==> src/rtl/vdp_super_res_writer_if.sv <==
// Bus bundle for the super-res VRAM writer.
//   Video timing : vdp_super, cx, last_line, super_res_visible (to writer)
//   CPU port     : cpu_wr, cpu_port, cpu_data (to writer)
//   VRAM write   : vram_wr, vram_addr, vram_wdata, vram_be (from writer)
//   Status       : fifo_full, busy, overflow (from writer)
// master = the surrounding VDP/CPU side, slave = the writer itself.
interface vdp_super_res_writer_if;
   logic        vdp_super;
   logic [9:0]  cx;
   logic        last_line;
   logic        super_res_visible;
   logic        cpu_wr;
   logic [1:0]  cpu_port;
   logic [7:0]  cpu_data;
   logic        vram_wr;
   logic [17:0] vram_addr;
   logic [31:0] vram_wdata;
   logic [3:0]  vram_be;
   logic        fifo_full;
   logic        busy;
   logic        overflow;

   modport master (
      output vdp_super, cx, last_line, super_res_visible, cpu_wr, cpu_port, cpu_data,
      input  vram_wr, vram_addr, vram_wdata, vram_be, fifo_full, busy, overflow
   );

   modport slave (
      input  vdp_super, cx, last_line, super_res_visible, cpu_wr, cpu_port, cpu_data,
      output vram_wr, vram_addr, vram_wdata, vram_be, fifo_full, busy, overflow
   );
endinterface

==> src/rtl/vdp_super_res_writer.sv <==
// Super-res VRAM writer: CPU bytes are queued (4 deep) with the byte address captured at
// push time, then issued as single-byte VRAM writes in cycles the display reader leaves free.
//   clk    : system clock, rising edge
//   reset  : asynchronous, active-high
//   bus_io : writer side of vdp_super_res_writer_if (timing, CPU port, VRAM write, status)
module vdp_super_res_writer (
   input  logic                         clk,
   input  logic                         reset,
   vdp_super_res_writer_if.slave        bus_io
);
   typedef enum logic [1:0] {StIdle, StWait, StWrite} state_e;
   typedef struct packed {
      logic [19:0] addr;
      logic [7:0]  data;
   } entry_t;

   state_e      state_q, state_d;
   entry_t      fifo_q [4];
   logic [1:0]  rd_ptr_q, wr_ptr_q;
   logic [2:0]  count_q, count_d;
   logic [19:0] ptr_q, ptr_d;
   logic        ovf_q, ovf_d;
   logic [17:0] addr_q, addr_d;
   logic [3:0]  be_q, be_d;
   logic [31:0] wdata_q, wdata_d;
   logic        fetch_block, slot, full, pop, data_wr, push;
   entry_t      head;

   always_comb begin
      // Reader fetches the next line's start at the end of the last line.
      fetch_block = bus_io.last_line && (bus_io.cx >= 10'd720) && (bus_io.cx <= 10'd725);
      // Inside the visible area the reader leaves one cycle in four free.
      slot        = !fetch_block && (!bus_io.super_res_visible || (bus_io.cx[1:0] == 2'd2));
      full        = (count_q == 3'd4);
      pop         = bus_io.vdp_super && (count_q != 3'd0) && slot;
      data_wr     = bus_io.vdp_super && bus_io.cpu_wr && (bus_io.cpu_port == 2'd0);
      push        = data_wr && (!full || pop);
      head        = fifo_q[rd_ptr_q];
      count_d     = bus_io.vdp_super ? (count_q + {2'b00, push} - {2'b00, pop}) : 3'd0;
   end

   // Pointer, overflow and registered VRAM outputs.
   always_comb begin
      ptr_d   = ptr_q;
      ovf_d   = ovf_q;
      addr_d  = addr_q;
      be_d    = be_q;
      wdata_d = wdata_q;
      if (!bus_io.vdp_super) begin
         ptr_d   = '0;
         ovf_d   = 1'b0;
         addr_d  = '0;
         be_d    = '0;
         wdata_d = '0;
      end else begin
         if (bus_io.cpu_wr) begin
            unique case (bus_io.cpu_port)
               2'd0: begin
                  if (push) ptr_d = ptr_q + 20'd1;
                  else      ovf_d = 1'b1;
               end
               2'd1: begin
                  ptr_d[7:0] = bus_io.cpu_data;
                  ovf_d      = 1'b0;
               end
               2'd2: ptr_d[15:8]  = bus_io.cpu_data;
               2'd3: ptr_d[19:16] = bus_io.cpu_data[3:0];
               default: ;
            endcase
         end
         if (pop) begin
            addr_d  = head.addr[19:2];
            be_d    = 4'b0001 << head.addr[1:0];
            wdata_d = {4{head.data}};
         end
      end
   end

   // Issue FSM next state.
   always_comb begin
      state_d = StIdle;
      if (bus_io.vdp_super) begin
         unique case (state_q)
            StIdle: state_d = (count_d != 3'd0) ? StWait : StIdle;
            StWait, StWrite: begin
               if (pop)                   state_d = StWrite;
               else if (count_d != 3'd0) state_d = StWait;
               else                       state_d = StIdle;
            end
            default: state_d = StIdle;
         endcase
      end
   end

   always_ff @(posedge clk or posedge reset) begin
      if (reset) begin
         state_q  <= StIdle;
         rd_ptr_q <= '0;
         wr_ptr_q <= '0;
         count_q  <= '0;
         ptr_q    <= '0;
         ovf_q    <= 1'b0;
         addr_q   <= '0;
         be_q     <= '0;
         wdata_q  <= '0;
         for (int i = 0; i < 4; i++) fifo_q[i] <= '0;
      end else begin
         state_q <= state_d;
         count_q <= count_d;
         ptr_q   <= ptr_d;
         ovf_q   <= ovf_d;
         addr_q  <= addr_d;
         be_q    <= be_d;
         wdata_q <= wdata_d;
         if (!bus_io.vdp_super) begin
            rd_ptr_q <= '0;
            wr_ptr_q <= '0;
         end else begin
            // When full with a pop, wr_ptr == rd_ptr: head is read before it is overwritten.
            if (push) begin
               fifo_q[wr_ptr_q] <= '{addr: ptr_q, data: bus_io.cpu_data};
               wr_ptr_q         <= wr_ptr_q + 2'd1;
            end
            if (pop) rd_ptr_q <= rd_ptr_q + 2'd1;
         end
      end
   end

   assign bus_io.vram_wr    = (state_q == StWrite);
   assign bus_io.vram_addr  = addr_q;
   assign bus_io.vram_be    = be_q;
   assign bus_io.vram_wdata = wdata_q;
   assign bus_io.fifo_full  = full;
   assign bus_io.busy       = (count_q != 3'd0) || (state_q == StWrite);
   assign bus_io.overflow   = ovf_q;
endmodule

==> src/flat_wrapper.sv <==
// flat-port wrapper written by rule: the top's interface ports become plain ports
module vdp_super_res_writer_flat 
  (clk, reset, bus_io_vdp_super, bus_io_cx, bus_io_last_line, bus_io_super_res_visible, bus_io_cpu_wr, bus_io_cpu_port, bus_io_cpu_data, bus_io_vram_wr, bus_io_vram_addr, bus_io_vram_wdata, bus_io_vram_be, bus_io_fifo_full, bus_io_busy, bus_io_overflow);
  vdp_super_res_writer_if bus_io_i ();
  input  logic clk;
  input  logic reset;
  input wire logic [$bits(bus_io_i.vdp_super)-1:0] bus_io_vdp_super;
  input wire logic [$bits(bus_io_i.cx)-1:0] bus_io_cx;
  input wire logic [$bits(bus_io_i.last_line)-1:0] bus_io_last_line;
  input wire logic [$bits(bus_io_i.super_res_visible)-1:0] bus_io_super_res_visible;
  input wire logic [$bits(bus_io_i.cpu_wr)-1:0] bus_io_cpu_wr;
  input wire logic [$bits(bus_io_i.cpu_port)-1:0] bus_io_cpu_port;
  input wire logic [$bits(bus_io_i.cpu_data)-1:0] bus_io_cpu_data;
  output wire logic [$bits(bus_io_i.vram_wr)-1:0] bus_io_vram_wr;
  output wire logic [$bits(bus_io_i.vram_addr)-1:0] bus_io_vram_addr;
  output wire logic [$bits(bus_io_i.vram_wdata)-1:0] bus_io_vram_wdata;
  output wire logic [$bits(bus_io_i.vram_be)-1:0] bus_io_vram_be;
  output wire logic [$bits(bus_io_i.fifo_full)-1:0] bus_io_fifo_full;
  output wire logic [$bits(bus_io_i.busy)-1:0] bus_io_busy;
  output wire logic [$bits(bus_io_i.overflow)-1:0] bus_io_overflow;
  assign bus_io_i.vdp_super = bus_io_vdp_super;
  assign bus_io_i.cx = bus_io_cx;
  assign bus_io_i.last_line = bus_io_last_line;
  assign bus_io_i.super_res_visible = bus_io_super_res_visible;
  assign bus_io_i.cpu_wr = bus_io_cpu_wr;
  assign bus_io_i.cpu_port = bus_io_cpu_port;
  assign bus_io_i.cpu_data = bus_io_cpu_data;
  assign bus_io_vram_wr = bus_io_i.vram_wr;
  assign bus_io_vram_addr = bus_io_i.vram_addr;
  assign bus_io_vram_wdata = bus_io_i.vram_wdata;
  assign bus_io_vram_be = bus_io_i.vram_be;
  assign bus_io_fifo_full = bus_io_i.fifo_full;
  assign bus_io_busy = bus_io_i.busy;
  assign bus_io_overflow = bus_io_i.overflow;
  vdp_super_res_writer u_core (.clk(clk), .reset(reset), .bus_io(bus_io_i));
endmodule
==> config.mk <==
export PLATFORM = sky130hd
export DESIGN_NAME = vdp_super_res_writer_flat
export DESIGN_NICKNAME = d
export VERILOG_FILES = /design/src/rtl/vdp_super_res_writer_if.sv /design/src/rtl/vdp_super_res_writer.sv /design/src/flat_wrapper.sv
export SDC_FILE = /design/constraint.sdc
export NUM_CORES = 1
export LEC_CHECK = 0
export BUFFER_PORTS_ARGS = -buffer_cell sky130_fd_sc_hd__buf_4
export CORE_MARGIN = 2
export CORE_UTILIZATION = 40
export CTS_BUF_LIST = sky130_fd_sc_hd__clkbuf_4 sky130_fd_sc_hd__clkbuf_8 sky130_fd_sc_hd__clkbuf_16
export DETAILED_ROUTE_END_ITERATION = 8
export GPL_TIMING_DRIVEN = 0
export PLACE_DENSITY = 0.62
export SYNTH_ARGS = -nofsm -noshare
export SYNTH_HDL_FRONTEND = slang
export SYNTH_SLANG_ARGS = --single-unit
==> constraint.sdc <==
create_clock -name clk -period 6.8 [get_ports clk]
set_input_delay 0 -clock clk [delete_from_list [all_inputs] [get_ports clk]]
set_output_delay 0 -clock clk [all_outputs]
set_load 0.03 [all_outputs]
==> metrics list <==
- Pin count of the biggest net entering global routing: 92
* Final period demand of the worst path: ~3.9 ns
* Post-synthesis instance area: about 0.0087 sq mm
* Total via count after detailed routing: 5730
- Clock power frac: 0.338
- Share of synthesized registers carrying an async set or reset: 1.00
- Worst Skew: 0.0106 ns
* Max frequency: approximately 250 MHz
- Of the total power, the share spent switching nets is 0.311.
- The run finished with clean final reports.
* Max rail drop VDD: 0.156 mV
* CTS tree: yes
- Number of search-and-repair iterations in the first detailed-routing pass: 5
- Most repeated cell in the gate-level netlist after synthesis: sky130_fd_sc_hd__dfrtp_1
- Root buffer cell: sky130_fd_sc_hd__clkbuf_16
- Cells after synthesis: between 600 and 700
- Clock latency on the worst-skew pair, taken at its later pin, is roughly 0.43 ns.
- Final Instance Count excl. Fillers: 1078
- Period utilization: 0.578
- Drt total wl: 20600 um
- Remaining routing DRC violations: 0
- Hold Fails Final Rpt: 0
- The internal power of the cells totals 1.93 mW.
- Number of vias per cell: 5.32
* Placed wire-length estimate after detailed placement: 13800 um
- Placeable core area: ~0.021 sq mm
- In this run, placement finished with an instance count of 1037.
- The number of antenna violations at the first check in global routing is 0.
- Die span in y: 151 um
- Yosys reg bits: approximately 170
* Delay of the slowest cell on the worst path: 0.59 ns
* Total I/O pin count: 84
- Max-cap violations: 0
* Hold Slack: 0.0224 ns
* Dominant cells by area after synthesis: sky130_fd_sc_hd__dfrtp_1 (50%), sky130_fd_sc_hd__mux2_4 (10%), sky130_fd_sc_hd__mux4_2 (7.3%)
- After floorplanning, the core was divided into 53 placement rows.
* Clock-pin slew on the worst setup and hold paths: 0.07 ns
- Sequential fraction of design power: 0.414
- Area overhead of the layout relative to synthesis: 19.2%
- 0 antenna diodes ended up in the layout.
- Data required time of the worst path: 7.08 ns
- Yosys mapped a number of flops with a built-in enable equal to 0.
* Fin. max-slew vios: 0
* Remaining number of nets flagged by the antenna check after routing: 0
* Horiz. Die Dim: 151 um
* Number of resized instances in the post-cts repair step: 0
- Dominant cell type by area after synthesis: sky130_fd_sc_hd__dfrtp_1
- In this run, CTS created clock tree buffers numbering 17.
- When the netlist entered floorplanning its net count stood at 716.
* DIE AREA: 0.0228 sq mm
- Synthesis instantiated 59 different standard cells from the library.
- Across every metal layer, demand over resource in global routing totals 0.193.
* Portion of the post-synthesis area used by sequential elements: 0.498
- For the pin with the worst max-slew slack, the measured transition is 0.970 ns.
- Critical path, cell by cell: nor3_1, a211oi_1, nand2_1, clkinv_1, clkbuf_1, ha_1, inv_1, ha_1, inv_1, fa_1, xor2_1, xnor2_1, nor2_1, nor3b_1, nor4_1
* Number of failing setup endpoints in the final timing report: 0
- Among all flip-flop cells after synthesis, the most frequent one is sky130_fd_sc_hd__dfrtp_1.
- Setup CP Type: reg2reg
- Worst-path maximum fanout: 10
- Endpoint arrival time on the critical path: 4.22 ns
- For this design, the slowest cell found on the critical path is sky130_fd_sc_hd__clkbuf_1.
- Sort of element at the end of the critical path: register
- Nets: ~830
* Remaining global-route overflow: 0
* Number of sinks driven by the clock tree: 172
- In this run the power density over the cells is about 270 mW/mm^2.
- In this run the mean area of a mapped cell was 12.7 sq um.
- The filler cells instantiated in the layout total 1899.
* Worst max-slew margin expressed relative to the limit: 0.353
- For this configuration, the core starts out at a cell density of 0.409.
- STA classifies the critical path startpoint as a register.
- Setup TNS: 0 ns
- H-tree levels: 4
* Sw power: ~870 uW
- The first global-routing pass estimated 33200 um of wire.
- Number of buffers on the longest clock path: 2
- Top-area cell type share of the netlist area: 0.498
* Via count of the first global-routing pass: between 5000 and 6000
- Reported leakage power: 4.76 nW
- The path class of the tightest hold or removal check is in2reg.
* FF+latch area: 0.00430 sq mm
- Final Total Pwr: 2.80 mW
* Share of total power in combinational logic: 0.248
* Post-detailed-route wirelength per cell: 19.1 um
* Iter 0 DRT Violations: between 500 and 600
* Top cell types by occurrence after synthesis: sky130_fd_sc_hd__dfrtp_1 (172), sky130_fd_sc_hd__nand2_1 (69), sky130_fd_sc_hd__mux2_4 (60)
* PortBufs: 82
* Layout cells sized above 1: 0.379
- Combined area of the multi-input logic cells: between 0.003 and 0.004 sq mm
- Count of yosys warnings during synthesis: 0
- Setup repair after global routing left no endpoint under its margin.
* GP Congestion: 0.899
## registers in the layout, indices dropped and copies added, names as in the netlist
register                  count
u_core.count_q                3
u_core.bus_io.overflow        1
u_core.rd_ptr_q               2
u_core.fifo_q               112
u_core.state_q                2
u_core.ptr_q                 20
u_core.bus_io.vram_addr      18
u_core.bus_io.vram_wdata      8
u_core.wr_ptr_q               2
u_core.bus_io.vram_be         4
## routing by layer
layer | wire (um) | track usage
met5 | 0 | 0
met4 | 334 | 0.0584
met3 | 1110 | 0.0346
met2 | 9550 | 0.296
met1 | 9570 | 0.280
## critical path: cells and delay by family, from the launching register on
family | cells | cell delay, ns
buf+inv | 4 | 0.98
fa+ha+maj | 3 | 0.87
simple gates | 5 | 0.68
compound gates | 1 | 0.53
flops | 1 | 0.42
xor+xnor | 2 | 0.30
## placed cells by master, fill, tap and decap left out, drive strengths merged, types with 7 or more instances in the layout
cell and n:
ha 10, and3 11, nand3 16, mux2 112
nor2 21, dfrtp 172, o21ai 40, a21oi 19
dlygate4sd3 10, nand2 69, buf 127, clkbuf 47
inv 13, mux4 28, nor3 9, nand2b 7
## cell type report
type / instances / share of cell area
flip-flops and latches: 172 / 0.418
multi-input cells: 423 / 0.368
repair buffers: 93 / 0.0721
plain buffers: 72 / 0.0490
clock buffers: 19 / 0.0433
well taps: 275 / 0.0334
clock inverters: 12 / 0.0113
inverters: 12 / 0.00558
## path summary, 6_finish.rpt
| path | slack, ns | endpoint | depth (start not counted) | startpoint |
|---|---|---|---|---|
| worst min-delay path | 0.02 | u_core.ptr_q[18]$_DFFE_PP0P_ | 4 | bus_io_cpu_wr |
| worst max register to register | 2.87 | u_core.state_q[0]$_DFF_PP0_ | 15 | u_core.count_q[1]$_DFF_PP0_ |
| max in group asynchronous | 5.76 | u_core.fifo_q[111]$_DFFE_PP0P_ | 4 | reset |
| min in group asynchronous | 0.18 | u_core.bus_io.vram_addr[8]$_DFFE_PP0P_ | 3 | reset |
| worst max-delay path | 2.87 | u_core.state_q[0]$_DFF_PP0_ | 15 | u_core.count_q[1]$_DFF_PP0_ |
| worst min register to register | 0.50 | u_core.fifo_q[22]$_DFFE_PP0P_ | 1 | u_core.fifo_q[22]$_DFFE_PP0P_ |
## power by group through the flow
| stage | Clock [mW] | Combinational [mW] | Sequential (mW) |
|---|---|---|---|
| floorplan | 0 | 0.457 | 1.20 |
| global placement | 0 | 0.691 | 1.18 |
| detailed placement | 0 | 0.701 | 1.18 |
| CTS | 0.968 | 0.707 | 1.16 |
| global route | 1.01 | 0.755 | 1.17 |
| finish | 0.948 | 0.697 | 1.16 |
## timing repair
action                    CTS  global route
setup buffers               0             0
hold endpoints to repair  125             0
hold buffers               10             0
## through the flow
| stage | util | cell area, sq um | worst slack (ns) |
|---|---|---|---|
| global route | 0.487 | 10300 | 2.53 |
| finish | 0.487 | 10300 | 2.87 |
| CTS | 0.487 | 10300 | 2.82 |
| detailed placement | 0.456 | 9650 | 2.83 |
| global placement | 0.454 | 9610 | 0.0332 |
| floorplan | - | 8650 | 2.14 |
## cells by family (layout without fill, tap and decap cells)
logic type	after synthesis	after routing	share of synthesized area
muxes	143	143	0.248
and+or+nand+nor	160	160	0.0926
AOI/OAI and AO/OA	105	105	0.0767
DFF	172	172	0.498
xor gates and xnor gates	4	4	0.00405
buffers and inverters	84	208	0.0642
adders and majority gates	11	11	0.0168
Power figures use the tool's default switching activity.
